==> config.mk <==
export PLATFORM = sky130hd
export DESIGN_NAME = lc_transition_ctrl
export DESIGN_NICKNAME = d
export VERILOG_FILES = /design/src/rtl/lc_transition_ctrl.sv
export SDC_FILE = /design/constraint.sdc
export NUM_CORES = 1
export LEC_CHECK = 0
export CORE_MARGIN = 2
export CORE_UTILIZATION = 50
export DETAILED_ROUTE_END_ITERATION = 16
export DONT_BUFFER_PORTS = 1
export HOLD_SLACK_MARGIN = 0.03
export SETUP_SLACK_MARGIN = 0.02
export SYNTH_ARGS = -nofsm -noshare
export SYNTH_HDL_FRONTEND = slang
export SYNTH_SLANG_ARGS = --single-unit
==> constraint.sdc <==
create_clock -name clk -period 3.4 [get_ports clk]
set_input_delay 0.68 -clock clk [delete_from_list [all_inputs] [get_ports clk]]
set_output_delay 0.68 -clock clk [all_outputs]
set_load 0.02 [all_outputs]
==> src/rtl/lc_transition_ctrl.sv <==
// Lifecycle transition controller: authenticates requests to move lc_state forward against a
// per-state golden signature read from LC memory, with read timeout and failed-attempt lockout.
`ifndef LC_MEMORY_WIDTH
`define LC_MEMORY_WIDTH 32
`endif

module lc_transition_ctrl #(
    parameter int ID_WIDTH    = `LC_MEMORY_WIDTH,
    parameter int NUM_STATES  = 6,
    parameter int STATE_W     = $clog2(NUM_STATES),
    parameter int RESET_STATE = 1,
    parameter bit ALLOW_SKIP  = 1'b0,
    parameter int MAX_FAIL    = 3,
    parameter int RD_TIMEOUT  = 16
) (
    input  logic                clk,
    input  logic                rst,
    input  logic                req,
    input  logic [STATE_W-1:0]  req_target,
    input  logic [ID_WIDTH-1:0] req_id,
    output logic                mem_rd_en,
    output logic [STATE_W-1:0]  mem_addr,
    input  logic [ID_WIDTH-1:0] mem_rd_data,
    input  logic                mem_valid,
    output logic                done,
    output logic                success,
    output logic [2:0]          err_code,
    output logic [STATE_W-1:0]  lc_state,
    output logic                lc_changed,
    output logic                locked
);

    localparam int FAIL_W = $clog2(MAX_FAIL + 1);
    localparam int TMO_W  = $clog2(RD_TIMEOUT + 1);

    localparam logic [2:0] ERR_OK         = 3'd0;
    localparam logic [2:0] ERR_BAD_ID     = 3'd1;
    localparam logic [2:0] ERR_BAD_TARGET = 3'd2;
    localparam logic [2:0] ERR_EOL        = 3'd3;
    localparam logic [2:0] ERR_TIMEOUT    = 3'd4;
    localparam logic [2:0] ERR_LOCKED     = 3'd5;

    typedef enum logic [1:0] {
        ST_IDLE,
        ST_READ,
        ST_DONE
    } fsm_t;

    fsm_t                state_q, state_d;
    logic [STATE_W-1:0]  lc_state_q, lc_state_d;
    logic [STATE_W-1:0]  target_q, target_d;
    logic [ID_WIDTH-1:0] id_q, id_d;
    logic [FAIL_W-1:0]   fail_cnt_q, fail_cnt_d;
    logic [TMO_W-1:0]    tmo_cnt_q, tmo_cnt_d;
    logic                mem_rd_en_q, mem_rd_en_d;
    logic                done_q, done_d;
    logic                success_q, success_d;
    logic [2:0]          err_q, err_d;
    logic                lc_changed_q, lc_changed_d;
    logic                locked_q, locked_d;
    logic                target_ok;

    // Forward-only target check; the skip option only widens which forward targets pass.
    always_comb begin
        target_ok = 1'b1;
        if (int'(req_target) <= int'(lc_state_q)) begin
            target_ok = 1'b0;
        end
        if (int'(req_target) >= NUM_STATES) begin
            target_ok = 1'b0;
        end
        if (!ALLOW_SKIP && (int'(req_target) != int'(lc_state_q) + 1)) begin
            target_ok = 1'b0;
        end
    end

    always_comb begin
        state_d      = state_q;
        lc_state_d   = lc_state_q;
        target_d     = target_q;
        id_d         = id_q;
        fail_cnt_d   = fail_cnt_q;
        tmo_cnt_d    = tmo_cnt_q;
        mem_rd_en_d  = mem_rd_en_q;
        done_d       = done_q;
        success_d    = success_q;
        err_d        = err_q;
        lc_changed_d = 1'b0;
        locked_d     = locked_q;

        unique case (state_q)
            ST_IDLE: begin
                if (req) begin
                    state_d = ST_DONE;
                    done_d  = 1'b1;
                    if (locked_q) begin
                        err_d = ERR_LOCKED;
                    end else if (int'(lc_state_q) == NUM_STATES - 1) begin
                        err_d = ERR_EOL;
                    end else if (!target_ok) begin
                        err_d = ERR_BAD_TARGET;
                    end else begin
                        state_d     = ST_READ;
                        done_d      = 1'b0;
                        id_d        = req_id;
                        target_d    = req_target;
                        tmo_cnt_d   = '0;
                        mem_rd_en_d = 1'b1;
                    end
                end
            end
            ST_READ: begin
                if (mem_valid) begin
                    state_d     = ST_DONE;
                    done_d      = 1'b1;
                    mem_rd_en_d = 1'b0;
                    id_d        = '0;
                    if (mem_rd_data == id_q) begin
                        lc_state_d   = target_q;
                        lc_changed_d = 1'b1;
                        success_d    = 1'b1;
                        err_d        = ERR_OK;
                        fail_cnt_d   = '0;
                    end else begin
                        err_d      = ERR_BAD_ID;
                        fail_cnt_d = fail_cnt_q + FAIL_W'(1);
                        if (int'(fail_cnt_q) + 1 >= MAX_FAIL) begin
                            locked_d = 1'b1;
                        end
                    end
                end else if (int'(tmo_cnt_q) == RD_TIMEOUT - 1) begin
                    state_d     = ST_DONE;
                    done_d      = 1'b1;
                    mem_rd_en_d = 1'b0;
                    id_d        = '0;
                    err_d       = ERR_TIMEOUT;
                end else begin
                    tmo_cnt_d = tmo_cnt_q + TMO_W'(1);
                end
            end
            ST_DONE: begin
                if (!req) begin
                    state_d   = ST_IDLE;
                    done_d    = 1'b0;
                    success_d = 1'b0;
                    err_d     = ERR_OK;
                end
            end
            default: begin
                state_d = ST_IDLE;
            end
        endcase
    end

    always_ff @(posedge clk or posedge rst) begin
        if (rst) begin
            state_q      <= ST_IDLE;
            lc_state_q   <= STATE_W'(RESET_STATE);
            target_q     <= '0;
            id_q         <= '0;
            fail_cnt_q   <= '0;
            tmo_cnt_q    <= '0;
            mem_rd_en_q  <= 1'b0;
            done_q       <= 1'b0;
            success_q    <= 1'b0;
            err_q        <= ERR_OK;
            lc_changed_q <= 1'b0;
            locked_q     <= 1'b0;
        end else begin
            state_q      <= state_d;
            lc_state_q   <= lc_state_d;
            target_q     <= target_d;
            id_q         <= id_d;
            fail_cnt_q   <= fail_cnt_d;
            tmo_cnt_q    <= tmo_cnt_d;
            mem_rd_en_q  <= mem_rd_en_d;
            done_q       <= done_d;
            success_q    <= success_d;
            err_q        <= err_d;
            lc_changed_q <= lc_changed_d;
            locked_q     <= locked_d;
        end
    end

    assign mem_rd_en  = mem_rd_en_q;
    assign mem_addr   = lc_state_q;
    assign done       = done_q;
    assign success    = success_q;
    assign err_code   = err_q;
    assign lc_state   = lc_state_q;
    assign lc_changed = lc_changed_q;
    assign locked     = locked_q;

endmodule

==> results by group <==
Outcome
  – Outcome: complete, no violations

Setup path
  – Critical Path Source Type: flop
  – Crit-path slowest cell: dfrtp_1
  – R2R Path Start: lc_state[1]$_DFFE_PP0P_
  – Worst Setup End Kind: flop
  – Delay of the slowest cell on the worst path: 640 ps
  – CP max FO: 33
  – R2r setup slk: 420 ps
  – WS Path Type: flop to flop
  – Worst Setup SP: lc_state[1]$_DFFE_PP0P_
  – Worst Path Required: 3600 ps
  – Crit path arrival time: between 3000 and 4000 ps
  – Crit path cell chain: inv_1, ha_1, xnor2_1, a2111oi_4, o2111ai_4, o21ai_4, o211ai_4, a22o_1

Floorplanning
  – Core area: 5540 um^2
  – Die Wd: 79.9 um
  – Die area: approximately 6400 um^2
  – # IOs: 85
  – Die Ht: 79.9 um
  – FP Rows: 27
  – Initial core utilization: between 50 and 60%

Finish
  – Layout cells sized above 1: 10.1%
  – Layout filler cell count: 491
  – Storage cell area: between 1000 and 1500 um^2
  – # diodes: 0
  – Final Util: 54.0%
  – Area delta synth->final: 3.82%
  – Layout Cells excl Fill: 310
  – Multi-input gate area: 1370 um^2
  – Nets@finish: roughly 320

Synthesis
  – Sequential share of the synthesized area: 47.8%
  – Fraction of registers with async set/reset: 100%
  – Synth Register Bits: 55
  – Share of the synthesized area in the top cell type: ~47%
  – Dominant cell by count in the synthesized netlist: dfrtp_1
  – Cell variety after synth: 44
  – Mapped Area: 2880 um^2
  – Yosys top cell by area: dfrtp_1
  – Area contributors post-synth: dfrtp_1, a22o_1, xor2_1
  – Gate Count Post-Synth: 239
  – Post-synth EDFFs: 0
  – Predominant post-synthesis flop cell: dfrtp_1
  – Mean area per synthesized cell: 12.0 um^2
  – Yosys warns: 0
  – Mapped Nets: between 300 and 400
  – Most frequent cells after synthesis: dfrtp_1, a22o_1, xor2_1

Routing
  – WL final: 6000 um
  – Post-DRT Antenna Nets: 0
  – Iter 0 DRT Violations: 93
  – DR vias: 1856
  – Vias/cell: 5.99
  – DRT Pass-1 Iters: 4
  – DRC violations left: 0
  – DR WL/cell: roughly 19 um

CTS
  – Clk sink count: 55
  – Reg clk slew, reported paths: 100 ps
  – Root buffer cell: clkbuf_8
  – H-tree depth: 2
  – Hold buffers post-CTS: 0
  – Clk_lat worst skew: approximately 310 ps
  – TritonCTS Buffers: 5
  – CTS tree: yes
  – Post-cts resize count: 0
  – Post-CTS setup buffer count: 0
  – Bufs on Longest Clock Path: 2

STA
  – Crit path time final: 2980 ps
  – Max Clock Freq: 336 MHz
  – Slew Viols, Final: 0
  – Count of final hold-check violations: 0
  – Slew HR: 23.7%
  – Setup violation total in the final timing report: 0
  – Unrepaired setup endpoints after global routing: no
  – Crit share post-route: 87.5%
  – Worst-margin pin slew: 1140 ps
  – Clock skew: 7.85 ps
  – Sum Neg Setup Slack: 0 ps

Placed design
  – Dpl cells: between 300 and 400
  – GPL Wtd Cong: 0.768
  – Hpwl dp: 4500 um
  – I/O Buffers: 0

Power and ir drop
  – Maximum vdd ir drop: between 0.0002 and 0.00025 V
  – Post-layout power: 1.34 mW
  – Leak: 1.46 nW
  – PwrDens: ~450 nW/um^2

Global routing
  – First-pass GRT wire length: 9560 um
  – Grt ovf: 0
  – Initial antenna violation count: 0
  – Number of global-route vias before repair: 1948
  – Total track usage: 19.5%
  – Largest net degree at the start of global routing: 56

Worst hold path
  – Hold_sp: req_id[21]
  – Hold Path Class: input pin to flop

Flow run
  – Max-cap violations: 0
critical path, delay by kind of cell (launching register included):
kind	cells	cell delay (ps)
compound gates	5	1610
xor+xnor	1	160
fa+ha+maj	1	310
buf+inv	1	140
flops	1	640
cells by family (layout without fill, tap and decap cells):
| group | count (synthesis) | after routing | synth area share, % |
|---|---|---|---|
| AOI/OAI and AO/OA | 68 | 68 | 20.9 |
| and+or+nand+nor | 35 | 35 | 6.87 |
| muxes | 10 | 10 | 3.91 |
| xor gates and xnor gates | 34 | 34 | 10.3 |
| adders and majority gates | 13 | 13 | 5.65 |
| buffers and inverters | 24 | 23 | 4.48 |
| DFF | 55 | 55 | 47.8 |
power breakdown:
| group | switching, mW | internal (mW) | leakage (nW) |
|---|---|---|---|
| registers | 0.0391 | 0.678 | 0.746 |
| clock network | 0.213 | 0.148 | 0.0418 |
| logic | 0.179 | 0.0820 | 0.671 |
layout by cell type, fill, tap and decap left out, types with 4 or more instances in the layout:
master / instances
mux2_1: 8
dfrtp_1: 54
nor4_1: 8
clkbuf_8: 5
inv_1: 12
nand2_1: 10
xor2_1: 32
ha_1: 13
nor2_1: 6
a22o_1: 34
o21ai_1: 4
o31ai_1: 6
layer usage:
layer | vias up | routed length (um) | track usage [%]
li1 | 872 | - | -
met5 | - | 0 | 0
met3 | 5 | 384 | 5.77
met1 | 919 | 2620 | 25.9
met4 | 0 | 45 | 4.75
met2 | 60 | 2950 | 31.3
final timing paths:
kind                                            end  cells past startpoint
setup reg to reg               id_q[13]$_DFFE_PP0P_                      8
hold reg to reg             target_q[2]$_DFFE_PP0P_                      1
hold / removal                 id_q[21]$_DFFE_PP0P_                      1
setup / recovery               id_q[13]$_DFFE_PP0P_                      8
max in group asynchronous  tmo_cnt_q[0]$_DFFE_PP0P_                      1
min in group asynchronous      id_q[10]$_DFFE_PP0P_                      1
layout make-up:
cell class	instances	share of cell area, %
Clock buffer	6	2.43
Clock inverter	2	0.544
Inverter	14	1.76
Multi-Input combinational cell	160	45.9
Sequential cell	55	46.1
Tap cell	72	3.01
Timing Repair Buffer	1	0.251
through the flow:
| step | hold slack (ps) | cell area [um^2] | setup slack, ps |
|---|---|---|---|
| finish | 495 | 2990 | 425 |
| global route | 478 | 2990 | 233 |
| CTS | 487 | 2990 | 415 |
| detailed placement | 480 | 2900 | 441 |
| global placement | 448 | 2900 | 544 |
| floorplan | 433 | 2880 | 909 |
sequential cells by signal, indices dropped and copies added (netlist names):
| name | cells |
|---|---|
| id_q | 32 |
| tmo_cnt_q | 5 |
| err_code | 3 |
| lc_state | 3 |
| target_q | 3 |
| fail_cnt_q | 2 |
| state_q | 2 |
| done | 1 |
| lc_changed | 1 |
| locked | 1 |
| mem_rd_en | 1 |
| success | 1 |
Power figures use the tool's default switching activity.
